File: config.mk
export PLATFORM = sky130hd
export DESIGN_NAME = grid_sequencer
export DESIGN_NICKNAME = d
export VERILOG_FILES = /design/src/rtl/grid_sequencer.sv
export SDC_FILE = /design/constraint.sdc
export NUM_CORES = 1
export LEC_CHECK = 0
export ABC_CLOCK_PERIOD_IN_PS = 3250
export BUFFER_PORTS_ARGS = -buffer_cell sky130_fd_sc_hd__buf_2
export CORE_AREA = 2 2 93 184
export DETAILED_ROUTE_END_ITERATION = 8
export DIE_AREA = 0 0 95 186
export MAX_ROUTING_LAYER = met4
export PLACE_DENSITY = 0.82
export SLEW_MARGIN = 20
export SYNTH_ARGS = -nofsm -noshare
export SYNTH_HDL_FRONTEND = slang
export SYNTH_SLANG_ARGS = --single-unit
File: constraint.sdc
create_clock -name clk -period 3.25 [get_ports clk]
set_input_delay 0.325 -clock clk [delete_from_list [all_inputs] [get_ports clk]]
set_output_delay 0.325 -clock clk [all_outputs]
set_load 0.005 [all_outputs]
File: src/rtl/grid_sequencer.sv
// Program sequencer for the cellular-automaton core grid: fetches, decodes flow control,
// broadcasts instruction/next PC/next SP with a one-cycle global enable per instruction.
// state | meaning
// IDLE  | waiting for start; ERROR | stack fault, outputs held until start
// FETCH | read strobe at pc; WAIT | capture read data; EXEC | broadcast + update pc/sp
module grid_sequencer #(
  parameter int INSTR_W     = 32,
  parameter int PC_W        = 8,
  parameter int SP_W        = 4,
  parameter int STACK_DEPTH = 8,
  parameter int OPC_W       = 5,
  parameter logic [OPC_W-1:0] OP_END  = 5'h1F,
  parameter logic [OPC_W-1:0] OP_JMP  = 5'h1C,
  parameter logic [OPC_W-1:0] OP_CALL = 5'h1D,
  parameter logic [OPC_W-1:0] OP_RET  = 5'h1E,
  parameter int GEN_W       = 16
) (
  input  logic               clk,
  input  logic               rst,
  input  logic               start,
  input  logic               abort,
  input  logic [GEN_W-1:0]   generations,
  output logic               imem_rd_en,
  output logic [PC_W-1:0]    imem_addr,
  input  logic [INSTR_W-1:0] imem_data,
  output logic [INSTR_W-1:0] instruction,
  output logic [PC_W-1:0]    next_program_counter,
  output logic [SP_W-1:0]    next_stack_pointer,
  output logic               global_enable,
  input  logic               diverge_any,
  output logic               busy,
  output logic               done,
  output logic               stack_error,
  output logic [GEN_W-1:0]   gen_count,
  output logic [15:0]        diverge_cycles
);

  localparam int SI_W = (STACK_DEPTH > 1) ? $clog2(STACK_DEPTH) : 1;
  localparam logic [SP_W-1:0] LP_DEPTH = SP_W'(STACK_DEPTH);

  typedef enum logic [2:0] {S_IDLE, S_FETCH, S_WAIT, S_EXEC, S_ERROR} state_t;

  state_t             r_state, w_next;
  logic [PC_W-1:0]    r_pc, r_npc;
  logic [SP_W-1:0]    r_sp, r_nsp;
  logic [PC_W-1:0]    r_stack [STACK_DEPTH];
  logic [INSTR_W-1:0] r_instr;
  logic [GEN_W-1:0]   r_gen_target, r_gen_count;
  logic [15:0]        r_div;
  logic               r_stack_err, r_done;

  logic [OPC_W-1:0]   w_opc;
  logic [PC_W-1:0]    w_target, w_pc_inc, w_npc;
  logic [SP_W-1:0]    w_nsp;
  logic [SI_W-1:0]    w_call_idx, w_ret_idx;
  logic [GEN_W-1:0]   w_gen_next;
  logic               w_err, w_is_end, w_exec_ok, w_start_ok;

  always_comb begin
    w_opc      = r_instr[INSTR_W-1 -: OPC_W];
    w_target   = r_instr[PC_W-1:0];
    w_pc_inc   = r_pc + PC_W'(1);
    w_call_idx = SI_W'(r_sp);
    w_ret_idx  = SI_W'(r_sp - SP_W'(1));
    w_gen_next = r_gen_count + GEN_W'(1);
    w_start_ok = start && !abort && (r_state == S_IDLE || r_state == S_ERROR);
    w_npc      = w_pc_inc;
    w_nsp      = r_sp;
    w_err      = 1'b0;
    w_is_end   = 1'b0;
    case (w_opc)
      OP_JMP: w_npc = w_target;
      OP_CALL: begin
        if (r_sp >= LP_DEPTH) begin
          w_err = 1'b1;
        end else begin
          w_npc = w_target;
          w_nsp = r_sp + SP_W'(1);
        end
      end
      OP_RET: begin
        if (r_sp == '0) begin
          w_err = 1'b1;
        end else begin
          w_npc = r_stack[w_ret_idx];
          w_nsp = r_sp - SP_W'(1);
        end
      end
      OP_END: begin
        w_npc    = '0;
        w_nsp    = '0;
        w_is_end = 1'b1;
      end
      default: ;
    endcase
    w_exec_ok = (r_state == S_EXEC) && !abort && !w_err;

    w_next = r_state;
    case (r_state)
      S_IDLE, S_ERROR: begin
        if (w_start_ok) w_next = (generations == '0) ? S_IDLE : S_FETCH;
      end
      S_FETCH: w_next = S_WAIT;
      S_WAIT:  w_next = S_EXEC;
      S_EXEC: begin
        if (w_err)                                       w_next = S_ERROR;
        else if (w_is_end && w_gen_next == r_gen_target) w_next = S_IDLE;
        else                                             w_next = S_FETCH;
      end
      default: w_next = S_IDLE;
    endcase
    if (abort) w_next = S_IDLE;
  end

  always_ff @(posedge clk or negedge rst) begin
    if (!rst) begin
      r_state      <= S_IDLE;
      r_pc         <= '0;
      r_sp         <= '0;
      r_npc        <= '0;
      r_nsp        <= '0;
      r_instr      <= '0;
      r_gen_target <= '0;
      r_gen_count  <= '0;
      r_div        <= '0;
      r_stack_err  <= 1'b0;
      r_done       <= 1'b0;
    end else begin
      r_state <= w_next;
      r_done  <= 1'b0;
      if (w_start_ok) begin
        r_gen_target <= generations;
        r_gen_count  <= '0;
        r_div        <= '0;
        r_stack_err  <= 1'b0;
        r_pc         <= '0;
        r_sp         <= '0;
        if (generations == '0) r_done <= 1'b1;
      end
      if (r_state == S_WAIT) r_instr <= imem_data;
      if (r_state == S_EXEC) begin
        if (diverge_any && r_div != 16'hFFFF) r_div <= r_div + 16'd1;
        if (w_err && !abort) r_stack_err <= 1'b1;
        if (w_exec_ok) begin
          r_pc  <= w_npc;
          r_sp  <= w_nsp;
          r_npc <= w_npc;
          r_nsp <= w_nsp;
          if (w_is_end) begin
            r_gen_count <= w_gen_next;
            if (w_gen_next == r_gen_target) r_done <= 1'b1;
          end
        end
      end
    end
  end

  // Return stack needs no reset: entries are only read below a valid sp.
  always_ff @(posedge clk) begin
    if (w_exec_ok && w_opc == OP_CALL) r_stack[w_call_idx] <= w_pc_inc;
  end

  assign imem_rd_en           = (r_state == S_FETCH);
  assign imem_addr            = r_pc;
  assign instruction          = r_instr;
  assign global_enable        = w_exec_ok;
  assign next_program_counter = w_exec_ok ? w_npc : r_npc;
  assign next_stack_pointer   = w_exec_ok ? w_nsp : r_nsp;
  assign busy                 = (r_state == S_FETCH) || (r_state == S_WAIT) || (r_state == S_EXEC);
  assign done                 = r_done;
  assign stack_error          = r_stack_err;
  assign gen_count            = r_gen_count;
  assign diverge_cycles       = r_div;

endmodule

==> impl_metrics.yaml, run 1 <==
global_route:
  grt_max_degree: 60
  grt_use_total: 0.2753
  grt_pass1_wl_um: 34760
  grt-ovfl-total: 0
  antenna_found_initial: 0
  grt_pass1_vias: 6277
floorplanning:
  io_pins: 142
  die_w_um: 95
  die_y_um: 186
  die_area_um2: 17670
  rows: 66
  core_area_um2: 16270
  start_util: 0.5001
clock_network:
  cts_made_buffers: 17
  ctsLongestPathBuffers: 2
  root_buffer: "clkbuf_16"
  cts_tree: "yes"
  cts_sinks: 173
  clk_pin_slew_ns: 0.07
  ctsHoldBuffers: 0
  clk_latency_ns: 0.43
  htreeDepth: 4
yosys:
  synth_most_common_cell: "nand2_1"
  synth_top_cell_by_area: "dfrtp_1"
  synth_common_cells: "nand2_1, dfrtp_1, edfxtp_1"
  synth_async_sr_flop_share: 0.6301
  ys.flop_type: "dfrtp_1"
  synth_top_cell_area_share: 0.3353
  yosysWarningCount: 0
  synth-edff-count: 64
  syn_area_um2: 8135
  netlist_instances: 710
  yosysSeqAreaShare: 0.5715
  synthesis.nets: 768
  syn-mean-instance-area_um2: 11.46
  ys_ff_latch: 173
  yosysUniqueCellTypes: 67
  synthTopCellsByArea: "dfrtp_1, edfxtp_1, nand2_1, mux2_2, mux4_2"
timing:
  whs_ns: -0.01269
  fin_crit_ns: 3.119
  worst_slew_pin_slew_ns: 0.7772
  timing.final.ws_setup_ns: 0.1311
  final_hold_viol_count: 39
  relSlewSlack: 0.4819
  setup_viol: 0
  fmax_mhz: 320.6
  fin_worst_skew_ns: 0.007752
  drv_slew: 0
  fin_crit_sh: 0.9597
place:
  io_buffers: 141
  pre_cts_ws_ns: 0.3508
  gp_congestion: 0.9804
  place_inst: 1040
  dpl.hpwl_um: 15890
status:
  failed_checks: "negative hold slack"
  status: "finished with violations"
routing:
  antenna_left: 0
  routed_via_density: 6.026
  firstDrtPassIters: 5
  route.vias.total: 6466
  wire_per_inst_um: 21.01
  routed_wl_um: 22540
  drc: 0
  drt_iter0_drc: 439
hold_path:
  worstHoldPathType: "input port to async pin"
job:
  max_cap_viol_count: 0
finish:
  finalNonFillerCells: 1073
  final_nets: 914
  drive_gt1_frac: 0.3084
  antenna_cells: 0
  multi_input_area_um2: 3296
  fill_cells: 1258
  finalCoreUtilization: 0.6003
  regArea_um2: 4649
  area_delta_synth_final_pct: 20.04
pwr:
  p_clk_frac: 0.304
  sw_frac_of_total: 0.3103
  max-vdd-ir-drop_uv: 374.7
  pwr-share-seq: 0.455
  power.net_switching_w: 0.002065
  p_int_w: 0.004590
  p_leak_nw: 4.403
  combPwrFrac: 0.241
  power-per-cell-area_nw_per_um2: 681.5
setup_path:
  critPathRequiredTime_ns: 2.92
  crit_type: "flop to output pin"
  worstPathArrival_ns: 2.79
  critPathMaxFanout: 9
  setup.worst_path.start_class: "flop"
  end_kind: "output pin"
==> worst max-delay path: stages, from the launching register on <==
cell,delay (ns)
dfrtp_1,0.38
inv_1,0.19
ha_4,0.17
buf_4,0.19
xor2_1,0.34
mux2_2,0.38
a222oi_1,0.32
nor2_1,0.12
a21o_1,0.16
buf_2,0.13
==> per-stage QoR <==
step | area (µm²) | TNS (ns) | power [W]
CTS | 9733 | 0 | 0.006652
global route | 9766 | -0.04146 | 0.006954
global placement | 9138 | 0 | 0.004586
floorplan | 8140 | -8.279 | 0.003937
finish | 9766 | 0 | 0.006655
detailed placement | 9138 | 0 | 0.004646
==> kinds of logic after synthesis <==
kind of cell | Yosys count | synth area share
xor gates and xnor gates | 30 | 0.03230
AOI/OAI and AO/OA | 124 | 0.1072
adders and majority gates | 5 | 0.007690
buffers and inverters | 54 | 0.02768
muxes | 55 | 0.09751
DFF | 173 | 0.5715
and+or+nand+nor | 269 | 0.1561
==> registers in the layout, summed over array words and instances, names as in the netlist <==
name,count
imem_addr,8
r_gen_target,16
r_stack,64
r_sp,4
r_nsp,4
gen_count,16
r_state,3
stack_error,1
r_npc,8
instruction,32
done,1
diverge_cycles,16
==> cells in the final DEF (no fill, tap or decap), types with 18 or more instances in the layout <==
master       n
xnor2_1     19
nand3_1     34
mux2_2      34
clkbuf_16   18
dfrtp_1    109
edfxtp_1    64
buf_2      140
nand2_1    121
buf_4       25
nor2_1      41
==> path summary, 6_finish.rpt <==
kind | startpoint | endpoint | slack, ns | cells past startpoint
setup / recovery | r_sp[0] | next_program_counter[5] | 0.13 | 9
setup reg to reg | r_sp[0] | r_stack[1][3] | 0.49 | 10
hold reg to reg | r_npc[3] | r_npc[3] | 0.48 | 2
min in group clk | generations[0] | r_gen_target[0] | 0.10 | 3
max in group asynchronous | rst | gen_count[4] | 2.52 | 2
hold / removal | rst | instruction[26] | -0.01 | 1
==> power groups by stage <==
stage	combinational, W	clock, W	sequential, W
floorplan	0.00101	0	0.00293
global placement	0.00154	0	0.00304
detailed placement	0.00158	0	0.00306
CTS	0.00159	0.00204	0.00302
global route	0.00175	0.00213	0.00307
finish	0.00160	0.00202	0.00303
==> final cells by class <==
| type | count | area share |
|---|---|---|
| flip-flops and latches | 173 | 0.4761 |
| multi-input cells | 483 | 0.3375 |
| repair buffers | 167 | 0.09417 |
| clock buffers | 21 | 0.05035 |
| well taps | 204 | 0.02614 |
| clock inverters | 11 | 0.01038 |
| inverters | 14 | 0.005381 |
==> repair_timing <==
action	CTS	global route
gates resized for setup	1	4
endpoints found under the setup margin	6	11
pin swaps	0	1
setup buffers	0	1
==> per-layer routing <==
metal	vias to the layer above	GRT usage	wire length, µm
met5	-	-	0
met4	0	0.1872	1566
met3	97	0.04372	1338
met2	344	0.4590	12030
met1	3138	0.2962	7609
li1	2887	-	-
Power figures use the tool's default switching activity.
==> run 2, diff against run 1 <==
--- a/config.mk
+++ b/config.mk
@@ -7,9 +7,11 @@
 export LEC_CHECK = 0
 export ABC_CLOCK_PERIOD_IN_PS = 3250
 export BUFFER_PORTS_ARGS = -buffer_cell sky130_fd_sc_hd__buf_2
-export CORE_AREA = 2 2 93 184
+export CELL_PAD_IN_SITES_DETAIL_PLACEMENT = 1
+export CELL_PAD_IN_SITES_GLOBAL_PLACEMENT = 1
+export CORE_AREA = 2 2 104 207
 export DETAILED_ROUTE_END_ITERATION = 8
-export DIE_AREA = 0 0 95 186
+export DIE_AREA = 0 0 106 209
 export MAX_ROUTING_LAYER = met4
 export PLACE_DENSITY = 0.82
 export SLEW_MARGIN = 20
==> impl_metrics.yaml, run 2 (synthesized netlist as in run 1, its figures left out) <==
setup_path:
  setup.worst_path.start_class: "flop"
  reg2reg_to: "r_stack[3][2]"
  rr_worst_depth: 9
  critPathSlowestCell: "dfrtp_2"
  worstPathArrival_ns: 2.83
  end_kind: "output pin"
  cp_num_buf_inv: 3
  path_cells: "inv_1, ha_4, buf_4, xor2_2, mux2_2, a222oi_1, nor2_1, a21o_1, buf_2"
  critPathRequiredTime_ns: 2.92
  critPathTopFamily: "compound AO/OA/AOI/OAI gates"
  critPathMaxFanout: 9
  rrSetupSlack_ns: 0.35
  rr_startpoint: "r_sp[1]"
  crit_type: "flop to output pin"
  slowest_delay_ns: 0.47
global_route:
  grt_max_degree: 62
  grt_pass1_vias: 6943
  grt-ovfl-total: 0
  antenna_found_initial: 0
  grt_use_total: 0.2291
  grt_pass1_wl_um: 38300
clock_network:
  cts_sinks: 173
  root_buffer: "clkbuf_16"
  ctsLongestPathBuffers: 2
  cts_made_buffers: 17
  clk_latency_ns: 0.43
  htreeDepth: 4
  clk_pin_slew_ns: 0.07
  ctsHoldBuffers: 0
  cts_tree: "yes"
status:
  status: "finished with violations"
  failed_checks: "negative hold slack"
pwr:
  finalPower_w: 0.006601
  power-per-cell-area_nw_per_um2: 672.2
  p_leak_nw: 4.382
  max-vdd-ir-drop_uv: 450.0
timing:
  rsz0062_at_grt: "true"
  fin_crit_sh: 0.9695
  tns_ns: 0
  fin_worst_skew_ns: 0.01284
  whs_ns: -0.008208
  final_hold_viol_count: 6
  setup_viol: 0
  drv_slew: 0
  relSlewSlack: 0.4265
  fin_crit_ns: 3.151
  worst_slew_pin_slew_ns: 0.8603
  fmax_mhz: 317.4
place:
  dpl.hpwl_um: 17160
  io_buffers: 141
  gp_congestion: 0.8438
routing:
  antenna_left: 0
  routed_via_density: 5.709
  wire_per_inst_um: 20.95
  firstDrtPassIters: 5
  drc: 0
  routed_wl_um: 23860
  drt_iter0_drc: 384
  route.vias.total: 6503
finish:
  final_nets: 914
  largest_reg_flops: 64
  area_delta_synth_final_pct: 20.72
  final_cell_mix: "buf_2, nand2_1, dfrtp_1"
  final_common_cell: "buf_2"
  top_register: "r_stack"
  drive_gt1_frac: 0.3142
floorplanning:
  core_area_um2: 20740
  die_area_um2: 22150
  rows: 75
  die_y_um: 209
  io_pins: 142
  start_util: 0.3923
  die_w_um: 106
hold_path:
  worstHoldPathType: "input port to async pin"
job:
  max_cap_viol_count: 0
## run 2: report_power, final
group          total (W)  switching, W  internal (W)
registers        0.00301      0.000352       0.00266
logic            0.00165      0.000882      0.000768
clock network    0.00194      0.000921       0.00102
total            0.00660       0.00216       0.00445
## run 2: how the worst max path moves through the flow
stage            start                 endpoint  slack [ns]  cells after the start
2_1_floorplan  r_sp[0]            r_stack[1][0]       -0.31                     13
3_3_place_gp   r_sp[1]  next_program_counter[6]        0.47                     10
3_5_place_dp   r_sp[1]  next_program_counter[6]        0.38                      9
4_1_cts        r_sp[1]  next_program_counter[6]        0.02                     10
5_1_grt        r_sp[1]    next_stack_pointer[1]       -0.06                      9
6_report       r_sp[1]  next_program_counter[5]         0.1                      9
## run 2: layer usage
metal	global-route usage	vias up	wire length, µm
li1	-	2904	-
met1	0.2821	3296	9740
met2	0.3824	259	12120
met3	0.04086	44	1446
met4	0.07305	0	553
met5	-	-	0
## run 2: cell type report
type                    instances  area [µm²]
flip-flops and latches        173        4651
fillers                      2275       10920
clock inverters                13       107.6
multi-input cells             483        3321
diodes                          1       2.502
clock buffers                  19       442.9
well taps                     269       336.6
inverters                      14       52.55
repair buffers                167       907.1
## run 2: through the flow
step	hold slack [ns]	std cells	area (µm²)	worst slack (ns)	utilization
floorplan	0.02941	710	8140	-0.3070	-
global placement	0.4563	1106	9214	0.4737	0.4443
detailed placement	0.4644	1106	9214	0.3783	0.4443
CTS	0.007312	1138	9771	0.02081	0.4711
global route	0.04713	1138	9818	-0.06125	0.4734
finish	-0.008208	1139	9821	0.09913	0.4735
## run 2: what timing repair did
item | 4_1_cts | 5_1_grt
buffers inserted | 0 | 0
resized for setup | 2 | 9
setup endpoints to repair | 11 | 10
pin swaps | 0 | 2
==> run 3, diff against run 2 <==
==> config.mk (replaced) <==
export PLATFORM = sky130hd
export DESIGN_NAME = grid_sequencer
export DESIGN_NICKNAME = d
export VERILOG_FILES = /design/src/rtl/grid_sequencer.sv
export SDC_FILE = /design/constraint.sdc
export NUM_CORES = 1
export LEC_CHECK = 0
export ABC_CLOCK_PERIOD_IN_PS = 3150
export BUFFER_PORTS_ARGS = -buffer_cell sky130_fd_sc_hd__buf_2
export CELL_PAD_IN_SITES_DETAIL_PLACEMENT = 1
export CELL_PAD_IN_SITES_GLOBAL_PLACEMENT = 1
export CORE_AREA = 2 2 100 198
export DETAILED_ROUTE_END_ITERATION = 8
export DIE_AREA = 0 0 102 200
export MAX_ROUTING_LAYER = met4
export PLACE_DENSITY = 0.85
export SLEW_MARGIN = 20
export SYNTH_ARGS = -nofsm -noshare
export SYNTH_HDL_FRONTEND = slang
export SYNTH_SLANG_ARGS = --single-unit
==> constraint.sdc (replaced) <==
create_clock -name clk -period 3.15 [get_ports clk]
set_input_delay 0.315 -clock clk [delete_from_list [all_inputs] [get_ports clk]]
set_output_delay 0.315 -clock clk [all_outputs]
set_load 0.005 [all_outputs]
==> impl_metrics.yaml, run 3 (synthesized netlist as in run 1, its figures left out) <==
status:
  status: "finished, final reports clean"
floorplanning:
  io_pins: 142
  die_area_um2: 20400
  core_area_um2: 18830
  die_y_um: 200
  start_util: 0.4320
  rows: 71
  die_w_um: 102
routing:
  wire_per_inst_um: 21.07
  route.vias.total: 6416
  routed.top_layer: "met4"
  firstDrtPassIters: 4
  wl_met3_um: 650
  met1_length_um: 8302
  drt_iter0_drc: 240
  routed_via_density: 5.643
  routed_wl_um: 23960
  antenna_left: 0
  drc: 0
  routed-wl-met2_um: 14010
clock_network:
  cts_tree: "yes"
  cts_made_buffers: 17
  root_buffer: "clkbuf_16"
  ctsLongestPathBuffers: 2
  clk_pin_slew_ns: 0.07
  cts_sinks: 173
  htreeDepth: 4
  clk_latency_ns: 0.43
finish:
  finalCoreUtilization: 0.5307
  final_cell_mix: "buf_2, nand2_1, dfrtp_1"
  final_nets: 927
  top_register: "r_stack"
  largest_reg_flops: 64
  area_delta_synth_final_pct: 22.85
  design_area_um2: 9995
  final_common_cell: "buf_2"
  drive_gt1_frac: 0.3243
  antenna_cells: 0
  fill_cells: 2098
place:
  dpl.hpwl_um: 17750
  io_buffers: 141
  dpl-instance-area_um2: 9329
  gp_congestion: 0.9365
timing:
  drv_slew: 0
  final_hold_viol_count: 0
  relSlewSlack: 0.3599
  fin_worst_skew_ns: 0.01377
  setup_viol: 0
  fmax_mhz: 325.2
  fin_crit_sh: 0.9761
  worst_slew_pin_slew_ns: 0.9550
  fin_crit_ns: 3.075
job:
  max_cap_viol_count: 0
global_route:
  grt_pass1_vias: 6947
  grt_use_total: 0.2544
  antenna_found_initial: 0
  grt-ovfl-total: 0
  grt_pass1_wl_um: 37740
  grt_max_degree: 110
pwr:
  power-per-cell-area_nw_per_um2: 682.5
  p_leak_nw: 4.458
  max-vdd-ir-drop_uv: 370.4
  finalPower_w: 0.006822
setup_path:
  worstPathArrival_ns: 2.76
  setup.worst_path.start_class: "flop"
  crit_type: "flop to output pin"
  critPathRequiredTime_ns: 2.83
  critPathMaxFanout: 15
  end_kind: "output pin"
hold_path:
  worstHoldPathType: "input port to flop"
-- run 3: what timing repair did --
| item | 4_1_cts | 5_1_grt |
|---|---|---|
| hold buffers | 1 | 0 |
| endpoints found under the hold margin | 35 | 0 |
| gates cloned | 0 | 0 |
| pin swaps | 0 | 1 |
| setup endpoints to repair | 10 | 10 |
| resized for setup | 3 | 8 |
| setup buffers | 0 | 5 |
-- run 3: layout make-up --
class / instances / area [µm²] / share of cell area
clock buffers: 20 / 457.9 / 0.04582
repair buffers: 180 / 1045 / 0.1045
well taps: 255 / 319.1 / 0.03192
clock inverters: 12 / 108.9 / 0.01089
flip-flops and latches: 173 / 4649 / 0.4652
inverters: 14 / 52.55 / 0.005258
multi-input cells: 483 / 3362 / 0.3364
-- run 3: worst max-delay path, cell delays in order (launching register included) --
cell and delay, ns:
dfrtp_1 0.40, inv_1 0.14, ha_4 0.17, nor3b_4 0.28, a22oi_1 0.15, o21ai_2 0.34, buf_12 0.20, inv_2 0.13
o21ai_1 0.25, nand2_1 0.10, buf_2 0.15
-- run 3: report_power, final --
part           leakage, nW  internal, W  total, W  switching [W]
combinational         2.15     0.000817   0.00173       0.000911
sequential            2.04      0.00274   0.00305       0.000308
clock                0.266      0.00114   0.00204       0.000906
-- run 3: per-layer routing --
| layer | vias up | GRT usage |
|---|---|---|
| met5 | - | - |
| met4 | 0 | 0.1269 |
| met3 | 63 | 0.03656 |
| met2 | 163 | 0.4686 |
| met1 | 3271 | 0.2554 |
| li1 | 2919 | - |
-- run 3: stage by stage --
step,TNS [ns],setup WS (ns),std cells,hold WS (ns)
final,0,0.07514,1137,0.08223
after detailed placement,0,0.1979,1099,0.4509
after global placement,0,0.3370,1099,0.4470
after global routing,-0.05620,-0.03226,1137,0.08619
after CTS,0,0.002939,1132,0.06786
after floorplan,-1.376,-0.08599,710,0.01941
-- run 3: path summary, 6_finish.rpt --
path / from / to / slack [ns] / depth (start not counted)
worst max-delay path: r_sp[0] / next_stack_pointer[2] / 0.08 / 10
worst min-delay path: generations[4] / r_gen_target[4] / 0.08 / 3
worst max register to register: r_sp[0] / r_stack[1][3] / 0.48 / 10
worst min register to register: r_npc[2] / r_npc[2] / 0.47 / 2
max in group asynchronous: rst / instruction[3] / 2.14 / 3
min in group asynchronous: rst / instruction[5] / 0.49 / 3
